`src/rtl/systolic_ctrl_if.sv`:
```
// rtl/systolic_ctrl_if.sv - host command and operand-feed signals of the systolic array sequencer
interface systolic_ctrl_if #(
    parameter int N  = 3,
    parameter int KW = 8
);
    logic              start;
    logic [KW-1:0]     k_len;
    logic              busy;
    logic              done;
    logic              pe_clr;
    logic [N-1:0]      a_valid;
    logic [N*KW-1:0]   a_addr;
    logic [N-1:0]      w_valid;
    logic [N*KW-1:0]   w_addr;
    logic              cap;

    modport master (
        input  start, k_len,
        output busy, done, pe_clr, a_valid, a_addr, w_valid, w_addr, cap
    );

    modport slave (
        output start, k_len,
        input  busy, done, pe_clr, a_valid, a_addr, w_valid, w_addr, cap
    );
endinterface

```
`src/rtl/systolic_ctrl.sv`:
```
// rtl/systolic_ctrl.sv - job sequencer: clear, skewed operand feed, drain, capture, done
module systolic_ctrl #(
    parameter int N  = 3,
    parameter int KW = 8
) (
    input  logic clk,
    input  logic rst,
    systolic_ctrl_if.master bus
);
    localparam logic [2:0] S_IDLE    = 3'd0;
    localparam logic [2:0] S_CLEAR   = 3'd1;
    localparam logic [2:0] S_FEED    = 3'd2;
    localparam logic [2:0] S_DRAIN   = 3'd3;
    localparam logic [2:0] S_CAPTURE = 3'd4;
    localparam logic [2:0] S_DONE    = 3'd5;

    localparam logic [KW+1:0] NM1    = (KW+2)'(N - 1);
    localparam logic [KW:0]   DR_END = (KW+1)'(N - 1);

    logic [2:0]      state, state_n;
    logic [KW-1:0]   k_r, k_n;
    logic [KW:0]     t, t_n;
    logic [KW:0]     dcnt, dcnt_n;

    logic            busy_r, done_r, clr_r, cap_r;
    logic [N-1:0]    valid_r, valid_n;
    logic [N*KW-1:0] addr_r, addr_n;
    logic [KW:0]     lane_off;

    always_comb begin
        state_n = state;
        k_n     = k_r;
        t_n     = t;
        dcnt_n  = dcnt;
        case (state)
            S_IDLE: begin
                if (bus.start) begin
                    k_n     = bus.k_len;
                    t_n     = '0;
                    state_n = S_CLEAR;
                end
            end
            S_CLEAR: begin
                t_n     = '0;
                state_n = (k_r == '0) ? S_CAPTURE : S_FEED;
            end
            S_FEED: begin
                // last feed cycle is t == k_r + N - 2
                if (({1'b0, t} + 1'b1) == ({2'b00, k_r} + NM1)) begin
                    dcnt_n  = '0;
                    state_n = S_DRAIN;
                end else begin
                    t_n = t + 1'b1;
                end
            end
            S_DRAIN: begin
                if (dcnt == DR_END) state_n = S_CAPTURE;
                else                dcnt_n  = dcnt + 1'b1;
            end
            S_CAPTURE: state_n = S_DONE;
            S_DONE:    state_n = S_IDLE;
            default:   state_n = S_IDLE;
        endcase
    end

    // Outputs are decoded from the state being entered so they appear registered.
    always_comb begin
        valid_n  = '0;
        addr_n   = '0;
        lane_off = '0;
        if (state_n == S_FEED) begin
            for (int i = 0; i < N; i++) begin
                if (({1'b0, t_n} >= (KW+2)'(i)) &&
                    ({1'b0, t_n} < ((KW+2)'(i) + {2'b00, k_n}))) begin
                    valid_n[i]           = 1'b1;
                    lane_off             = t_n - (KW+1)'(i);
                    addr_n[i*KW +: KW]   = lane_off[KW-1:0];
                end
            end
        end
    end

    always_ff @(posedge clk) begin
        if (!rst) begin
            state   <= S_IDLE;
            k_r     <= '0;
            t       <= '0;
            dcnt    <= '0;
            busy_r  <= 1'b0;
            done_r  <= 1'b0;
            clr_r   <= 1'b0;
            cap_r   <= 1'b0;
            valid_r <= '0;
            addr_r  <= '0;
        end else begin
            state   <= state_n;
            k_r     <= k_n;
            t       <= t_n;
            dcnt    <= dcnt_n;
            busy_r  <= (state_n != S_IDLE);
            done_r  <= (state_n == S_DONE);
            clr_r   <= (state_n == S_CLEAR);
            cap_r   <= (state_n == S_CAPTURE);
            valid_r <= valid_n;
            addr_r  <= addr_n;
        end
    end

    assign bus.busy    = busy_r;
    assign bus.done    = done_r;
    assign bus.pe_clr  = clr_r;
    assign bus.cap     = cap_r;
    assign bus.a_valid = valid_r;
    assign bus.w_valid = valid_r;
    assign bus.a_addr  = addr_r;
    assign bus.w_addr  = addr_r;
endmodule

```
`src/flat_wrapper.sv`:
```
// flat-port wrapper written by rule: the top's interface ports become plain ports
module systolic_ctrl_flat 
#(
    parameter int N  = 3,
    parameter int KW = 8
)
  (clk, rst, bus_start, bus_k_len, bus_busy, bus_done, bus_pe_clr, bus_a_valid, bus_a_addr, bus_w_valid, bus_w_addr, bus_cap);
  systolic_ctrl_if #(.N(N), .KW(KW)) bus_i ();
  input  logic clk;
  input  logic rst;
  input wire logic [$bits(bus_i.start)-1:0] bus_start;
  input wire logic [$bits(bus_i.k_len)-1:0] bus_k_len;
  output wire logic [$bits(bus_i.busy)-1:0] bus_busy;
  output wire logic [$bits(bus_i.done)-1:0] bus_done;
  output wire logic [$bits(bus_i.pe_clr)-1:0] bus_pe_clr;
  output wire logic [$bits(bus_i.a_valid)-1:0] bus_a_valid;
  output wire logic [$bits(bus_i.a_addr)-1:0] bus_a_addr;
  output wire logic [$bits(bus_i.w_valid)-1:0] bus_w_valid;
  output wire logic [$bits(bus_i.w_addr)-1:0] bus_w_addr;
  output wire logic [$bits(bus_i.cap)-1:0] bus_cap;
  assign bus_i.start = bus_start;
  assign bus_i.k_len = bus_k_len;
  assign bus_busy = bus_i.busy;
  assign bus_done = bus_i.done;
  assign bus_pe_clr = bus_i.pe_clr;
  assign bus_a_valid = bus_i.a_valid;
  assign bus_a_addr = bus_i.a_addr;
  assign bus_w_valid = bus_i.w_valid;
  assign bus_w_addr = bus_i.w_addr;
  assign bus_cap = bus_i.cap;
  systolic_ctrl #(.N(N), .KW(KW)) u_core (.clk(clk), .rst(rst), .bus(bus_i));
endmodule
```
`config.mk`:
```
export PLATFORM = sky130hd
export DESIGN_NAME = systolic_ctrl_flat
export DESIGN_NICKNAME = d
export VERILOG_FILES = /design/src/rtl/systolic_ctrl_if.sv /design/src/rtl/systolic_ctrl.sv /design/src/flat_wrapper.sv
export SDC_FILE = /design/constraint.sdc
export NUM_CORES = 1
export LEC_CHECK = 0
export ABC_AREA = 1
export CAP_MARGIN = 20
export CORE_ASPECT_RATIO = 0.75
export CORE_MARGIN = 3
export CORE_UTILIZATION = 58
export CTS_CLUSTER_SIZE = 40
export DETAILED_ROUTE_END_ITERATION = 8
export GPL_TIMING_DRIVEN = 0
export HOLD_SLACK_MARGIN = 0.15
export PLACE_DENSITY = 0.86
export SLEW_MARGIN = 15
export SYNTH_ARGS = -nofsm -noshare
export SYNTH_HDL_FRONTEND = slang
export SYNTH_SLANG_ARGS = --single-unit
```
`constraint.sdc`:
```
create_clock -name clk -period 5.4 [get_ports clk]
set_input_delay 1.08 -clock clk [delete_from_list [all_inputs] [get_ports clk]]
set_output_delay 1.08 -clock clk [all_outputs]
set_load 0.005 [all_outputs]
```
Word level (Yosys, flattened, before mapping)
Index checks and enable logic that the tools add are counted.
{"block": "totals", "output_inout_bits": 58, "ff_bits": 60, "latch_bits": 0, "rom_bits": 0, "ramBits": 0, "memories": 0}
{"block": "classes", "multipliers": 0, "reduce_logical": 11, "n_lt_le_gt_ge": 5, "n_addsub": 8, "n_eq_ne": 12, "n_mux": 16, "bitwise": 0, "shift": 0, "div": 0}
{"cell": "two-way mux 9 bit", "count": 4}
{"cell": "case mux 9 bit (3 select lines)", "count": 1}
{"cell": "adder 9 x 1 -> 9 bit, second input constant", "count": 2}
{"cell": "less-than comparator 9 bit", "count": 2}
{"cell": "case mux 9 bit (2 select lines)", "count": 1}
{"cell": "two-way mux 8 bit", "count": 2}
{"cell": "case mux 3 bit (5 select lines)", "count": 1}
{"cell": "two-way mux 3 bit", "count": 4}
{"cell": "AND reduction 3 bit", "count": 4}
{"cell": "adder 9 x 1 -> 10 bit, second input constant", "count": 1}
{"cell": "equality test 10 bit", "count": 1}
{"cell": "adder 1 x 8 -> 9 bit, first input constant", "count": 1}
{"cell": "adder 2 x 8 -> 9 bit, first input constant", "count": 1}
{"cell": "adder 8 x 2 -> 9 bit, second input constant", "count": 1}
{"cell": "equality test 3 x 2 -> 1 bit, second input constant", "count": 3}
{"cell": "equality test 3 bit, second input constant", "count": 3}
{"cell": "equality test 9 x 2 -> 1 bit, second input constant", "count": 1}
{"cell": "greater-or-equal comparator 9 x 1 -> 1 bit, second input constant", "count": 1}
{"cell": "greater-or-equal comparator 9 x 2 -> 1 bit, second input constant", "count": 1}
{"cell": "less-than comparator 9 x 8 -> 1 bit", "count": 1}
{"cell": "logical NOT 8 bit", "count": 1}
{"cell": "subtractor 8 x 1 -> 8 bit, second input constant", "count": 1}
{"cell": "subtractor 8 x 2 -> 8 bit, second input constant", "count": 1}
{"cell": "equality test 3 x 1 -> 1 bit, second input constant", "count": 2}
{"cell": "other kinds (8)", "count": 11}

Logic depth before layout (Yosys ltp)
{"block": "depth", "ltp_word": 7, "depth_mapped": 25, "mapped_depth_nobuf": 25}

Worst setup path before layout
No wires, ideal clock.
{"block": "synth_path", "path_type": "input-to-reg", "from": "in bus_start", "to": "reg u_core.addr_r[11], in the netlist u_core.bus.a_addr[11]", "setup_time_ps": 116, "cell_stages": 15, "path_slack_ps": 1993, "t_arrival_ps": 3290, "path_buffers": 1, "required_time_ps": 5284, "path_cell_list": "nand3_1 clkbuf_1 o21ai_0 inv_1 ha_1 nand2_1 nor2_1 nand2_1 xnor2_1 ha_1 nand2_1 o211ai_1 nor2_2 nand2_4 nor2_2"}
{"block": "synth_via", "elab_chain_cells": 6}
{"item": "from (decl)", "line_no": "flat_wrapper.sv:11", "source": "input wire logic [$bits(bus_i.start)-1:0] bus_start;"}
{"item": "two-way mux 8 bit", "line_no": "systolic_ctrl.sv:37", "source": "if (bus.start) begin"}
{"item": "two-way mux 8 bit", "line_no": "systolic_ctrl.sv:35", "source": "case (state)"}
{"item": "via u_core.k_n[1]", "line_no": "systolic_ctrl.sv:21", "source": "logic [KW-1:0] k_r, k_n;"}
{"item": "adder 1 x 8 -> 9 bit", "line_no": "systolic_ctrl.sv:74", "source": "({1'b0, t_n} < ((KW+2)'(i) + {2'b00, k_n}))) begin"}
{"item": "less-than comparator 9 bit", "line_no": "systolic_ctrl.sv:74"}
{"item": "logical AND 1 bit", "line_no": "systolic_ctrl.sv:73", "source": "if (({1'b0, t_n} >= (KW+2)'(i)) &&"}
{"item": "AND reduction 3 bit (no line)"}
{"item": "to (signal assigned)", "line_no": "systolic_ctrl.sv:105", "source": "addr_r <= addr_n;"}
{"item": "to (decl)", "line_no": "systolic_ctrl.sv:27", "source": "logic [N*KW-1:0] addr_r, addr_n;"}
The timed path passes the listed nets, and every way through them passes these cells.
A chain may end at the register's enable or synchronous reset.

Final worst setup path
{"block": "layout_path", "from": "in bus_start", "to": "reg u_core.addr_r[14], in the netlist u_core.bus.a_addr[14]"}
Same word-level chain as after synthesis.

==> results.sh <==
export IMPL_status="finished, final reports clean"
export IMPL_yosys_area_share_adder_pct=9.41
export IMPL_cts_root_buf="clkbuf_8"
export IMPL_synthXorXnorAreaFrac_pct=4.25
export IMPL_fin_crit_sh_pct=78.2
export IMPL_dr_max_layer_used="met4"
export IMPL_grt_first_pass_wirelength_um=17100
export IMPL_p_seq_share_pct=37.8
export IMPL_synth_top_area_share_pct=29.1
export IMPL_drc=0
export IMPL_synth_area_leaders="dfxtp_1 29%, nand2_1 13%, ha_1 9.4%"
export IMPL_start_kind="input port"
export IMPL_p_leak_nw=2.53
export IMPL_n_antenna_cell=0
export IMPL_crit_path_top_delay_cell="clkdlybuf4s50_1"
export IMPL_holdPathStages=1
export IMPL_max_stage_delay_ns=0.48
export IMPL_fin_setup_tns_ns=0
export IMPL_p_sw_share_pct=37.0
export IMPL_clock_fmax_mhz=237
export IMPL_drive_gt1_share_pct=15.7
export IMPL_ys_flop_type="dfxtp_1"
export IMPL_p_clk_share_pct=28.6
export IMPL_post_cts_buffers=0
export IMPL_rr_worst_depth=21
export IMPL_finalNonFillerCells=774
export IMPL_synth_edff_count=0
export IMPL_grt_max_degree=12
export IMPL_nets=717
export IMPL_tightest_slew_ns=0.712
export IMPL_start_util_pct=62.5
export IMPL_wire_per_inst_um=13.6
export IMPL_cp_end_kind="register"
export IMPL_die_y_um=79.0
export IMPL_gp_congestion=0.923
export IMPL_ys_seq_area_share_pct=29.1
export IMPL_grt_use_total_pct=26.8
export IMPL_yosysWarnings=0
export IMPL_drt_initial_drc_count=254
export IMPL_path_max_fanout=10
export IMPL_cts_resized=0
export IMPL_wl_met1_um=4740
export IMPL_clk_insertion_delay_late_ns=0.36
export IMPL_async_flop_share_pct=0
export IMPL_clock_path_buffers=2
export IMPL_r2r_setup_slack_ns=1.75
export IMPL_slew_headroom_pct=52.3
export IMPL_p_sw_w=0.000480
export IMPL_hold_violations=0
export IMPL_muxShareOfSynthArea_pct=0
export IMPL_synth_top_area_cell="dfxtp_1"
export IMPL_min_to="u_core.dcnt[5]"
export IMPL_syn_nets=638
export IMPL_peakVddDrop_mv=0.172
export IMPL_yosysMostFrequentCell="nand2_1"
export IMPL_synthTopCellsByCount="138 x nand2_1, 83 x inv_1, 64 x nor2_1, 60 x dfxtp_1, 35 x nand3_1"
export IMPL_viasPerCell=5.16
export IMPL_synth_top_family_by_area="simple AND/OR/NAND/NOR gates"
export IMPL_worstSetupPathType="in -> reg"
export IMPL_timing_rr_start="u_core.t[0]"
export IMPL_cp_data_arrival_time_ns=4.52
export IMPL_layout_min_cycle_time_ns=4.22
export IMPL_wl_um=10500
export IMPL_finalClockSkew_ns=0.00972
export IMPL_reg2reg_to="u_core.bus.a_addr[20]"
export IMPL_ys_seq_elements=60
export IMPL_dr_pass1_iters=5
export IMPL_core_area_mm2=0.00660
export IMPL_dp_hpwl_um=8420
export IMPL_grt_overflow_total=0
export IMPL_antenna_found_initial=0
export IMPL_die_w_um=103
export IMPL_synthCells=596
export IMPL_crit_required_ns=5.70
export IMPL_met3_length_um=696
export IMPL_hold_buffers=0
export IMPL_io_pins=69
export IMPL_vias=3996
export IMPL_slew_violations=0
export IMPL_htreeDepth=3
export IMPL_syn_avg_cell_area_um2=6.92
export IMPL_power_frac_comb_pct=33.6
export IMPL_clock_sinks=60
export IMPL_worst_path_buf_inv=4
export IMPL_drv_cap=0
export IMPL_floorplan_die_area_mm2=0.00817
export IMPL_rsz0062_at_grt="false"
export IMPL_synth_area_mm2=0.00412
export IMPL_grt_pass1_vias=3797
export IMPL_port_buffers=68
export IMPL_nFillCells=486
export IMPL_area_growth_pct=23.7
export IMPL_numCtsBuffers=9
export IMPL_crit_family="buffers and inverters"
export IMPL_final_setup_viol_count=0
export IMPL_internal_power_w=0.000819
export IMPL_drtAntennaViolNets=0
export IMPL_yosysUniqueCellTypes=33
export IMPL_dp_cells=758
export IMPL_path_cells="clkdlybuf4s50_1 -> nand3_1 -> clkbuf_1 -> o21ai_0 -> inv_1 -> ha_1 -> inv_1 -> nor2_1 -> nand3_1 -> xor2_1 -> ha_1 -> a21oi_1 -> o211ai_1 -> nor2_2 -> nand2_4 -> nor2_2"
export IMPL_synth_compound_area_share_pct=6.04
export IMPL_wl_met2_um=4900
export IMPL_hp_class="reg -> reg"
export IMPL_yosys_area_share_simple_pct=37.5
export IMPL_rows=25
export IMPL_min_delay_start="u_core.dcnt[4]"
export IMPL_power_per_cell_area_mw_per_mm2=255
export IMPL_path_clk_slew_ns=0.07
export IMPL_cts_tree="yes"
power by group through the flow:
stage          combinational [W]  sequential (W)  clock [W]
3_3_place_gp            0.000417        0.000499          0
6_report                0.000437        0.000491   0.000371
3_5_place_dp            0.000432        0.000500          0
5_1_grt                 0.000495        0.000494   0.000391
2_1_floorplan           0.000311        0.000498          0
4_1_cts                 0.000435        0.000491   0.000371
final cells by class:
type / count / area, µm² / share of cell area (%)
inverter: 89 / 334 / 6.55
buffer: 33 / 231 / 4.54
clock inverter: 5 / 37.5 / 0.736
multi-input combinational: 414 / 2360 / 46.2
tap: 94 / 118 / 2.31
clock buffer: 11 / 141 / 2.77
sequential: 60 / 1200 / 23.6
timing repair buffer: 68 / 681 / 13.3
layer usage:
metal  global-route usage [%]  up-vias
met1                     34.1     1818
li1                         -     2022
met2                     44.5      133
met5                        0        -
met4                     8.80        0
met3                     5.79       23
per-stage QoR:
stage | setup slack, ns | power, W | hold slack [ns] | util (%) | cell area (µm²)
4_1_cts | 1.22 | 0.00130 | 0.468 | 77.3 | 5100
3_3_place_gp | 1.00 | 0.000917 | 0.442 | 74.6 | 4920
2_1_floorplan | 1.99 | 0.000809 | 0.434 | - | 4120
3_5_place_dp | 0.876 | 0.000932 | 0.458 | 74.6 | 4920
5_1_grt | 0.961 | 0.00138 | 0.509 | 77.3 | 5100
6_report | 1.18 | 0.00130 | 0.468 | 77.3 | 5100
worst max path at each step:
stage / from / endpoint / slack (ns) / cells after the start
2_1_floorplan: bus_start / u_core.bus.a_addr[11] / 1.99 / 15
3_3_place_gp: bus_start / u_core.bus.a_addr[11] / 1.00 / 16
3_5_place_dp: bus_start / u_core.bus.a_addr[14] / 0.88 / 16
4_1_cts: bus_start / u_core.bus.a_addr[14] / 1.22 / 16
5_1_grt: bus_start / u_core.bus.a_addr[15] / 0.96 / 16
6_report: bus_start / u_core.bus.a_addr[14] / 1.18 / 16
kinds of logic after synthesis:
| kind of cell | Yosys count |
|---|---|
| simple gates | 317 |
| buf+inv | 122 |
| flops | 60 |
| compound gates | 46 |
| fa+ha+maj | 31 |
| xor+xnor | 20 |
flip-flops by register name (all words and copies together) (netlist names), 3 cells and up:
register            count
u_core.state            3
u_core.bus.a_addr      24
u_core.k_r              8
u_core.bus.a_valid      3
u_core.dcnt             9
u_core.t                9
cells in the final DEF, fill, tap and decap left out, drive strengths merged:
cell	instances
or2	2
o21bai	2
o21ai	17
nor3b	1
o31ai	1
nand4	14
nor3	10
nand3	41
clkdlybuf4s50	68
nor2	92
o211ai	4
clkbuf	14
inv	89
xnor2	4
ha	31
a31oi	1
nand2	153
dfxtp	60
a21oi	21
xor2	16
clkinv	3
buf	30
nor4	4
clkinvlp	2
No activity file was read; power rests on OpenSTA's default activity.
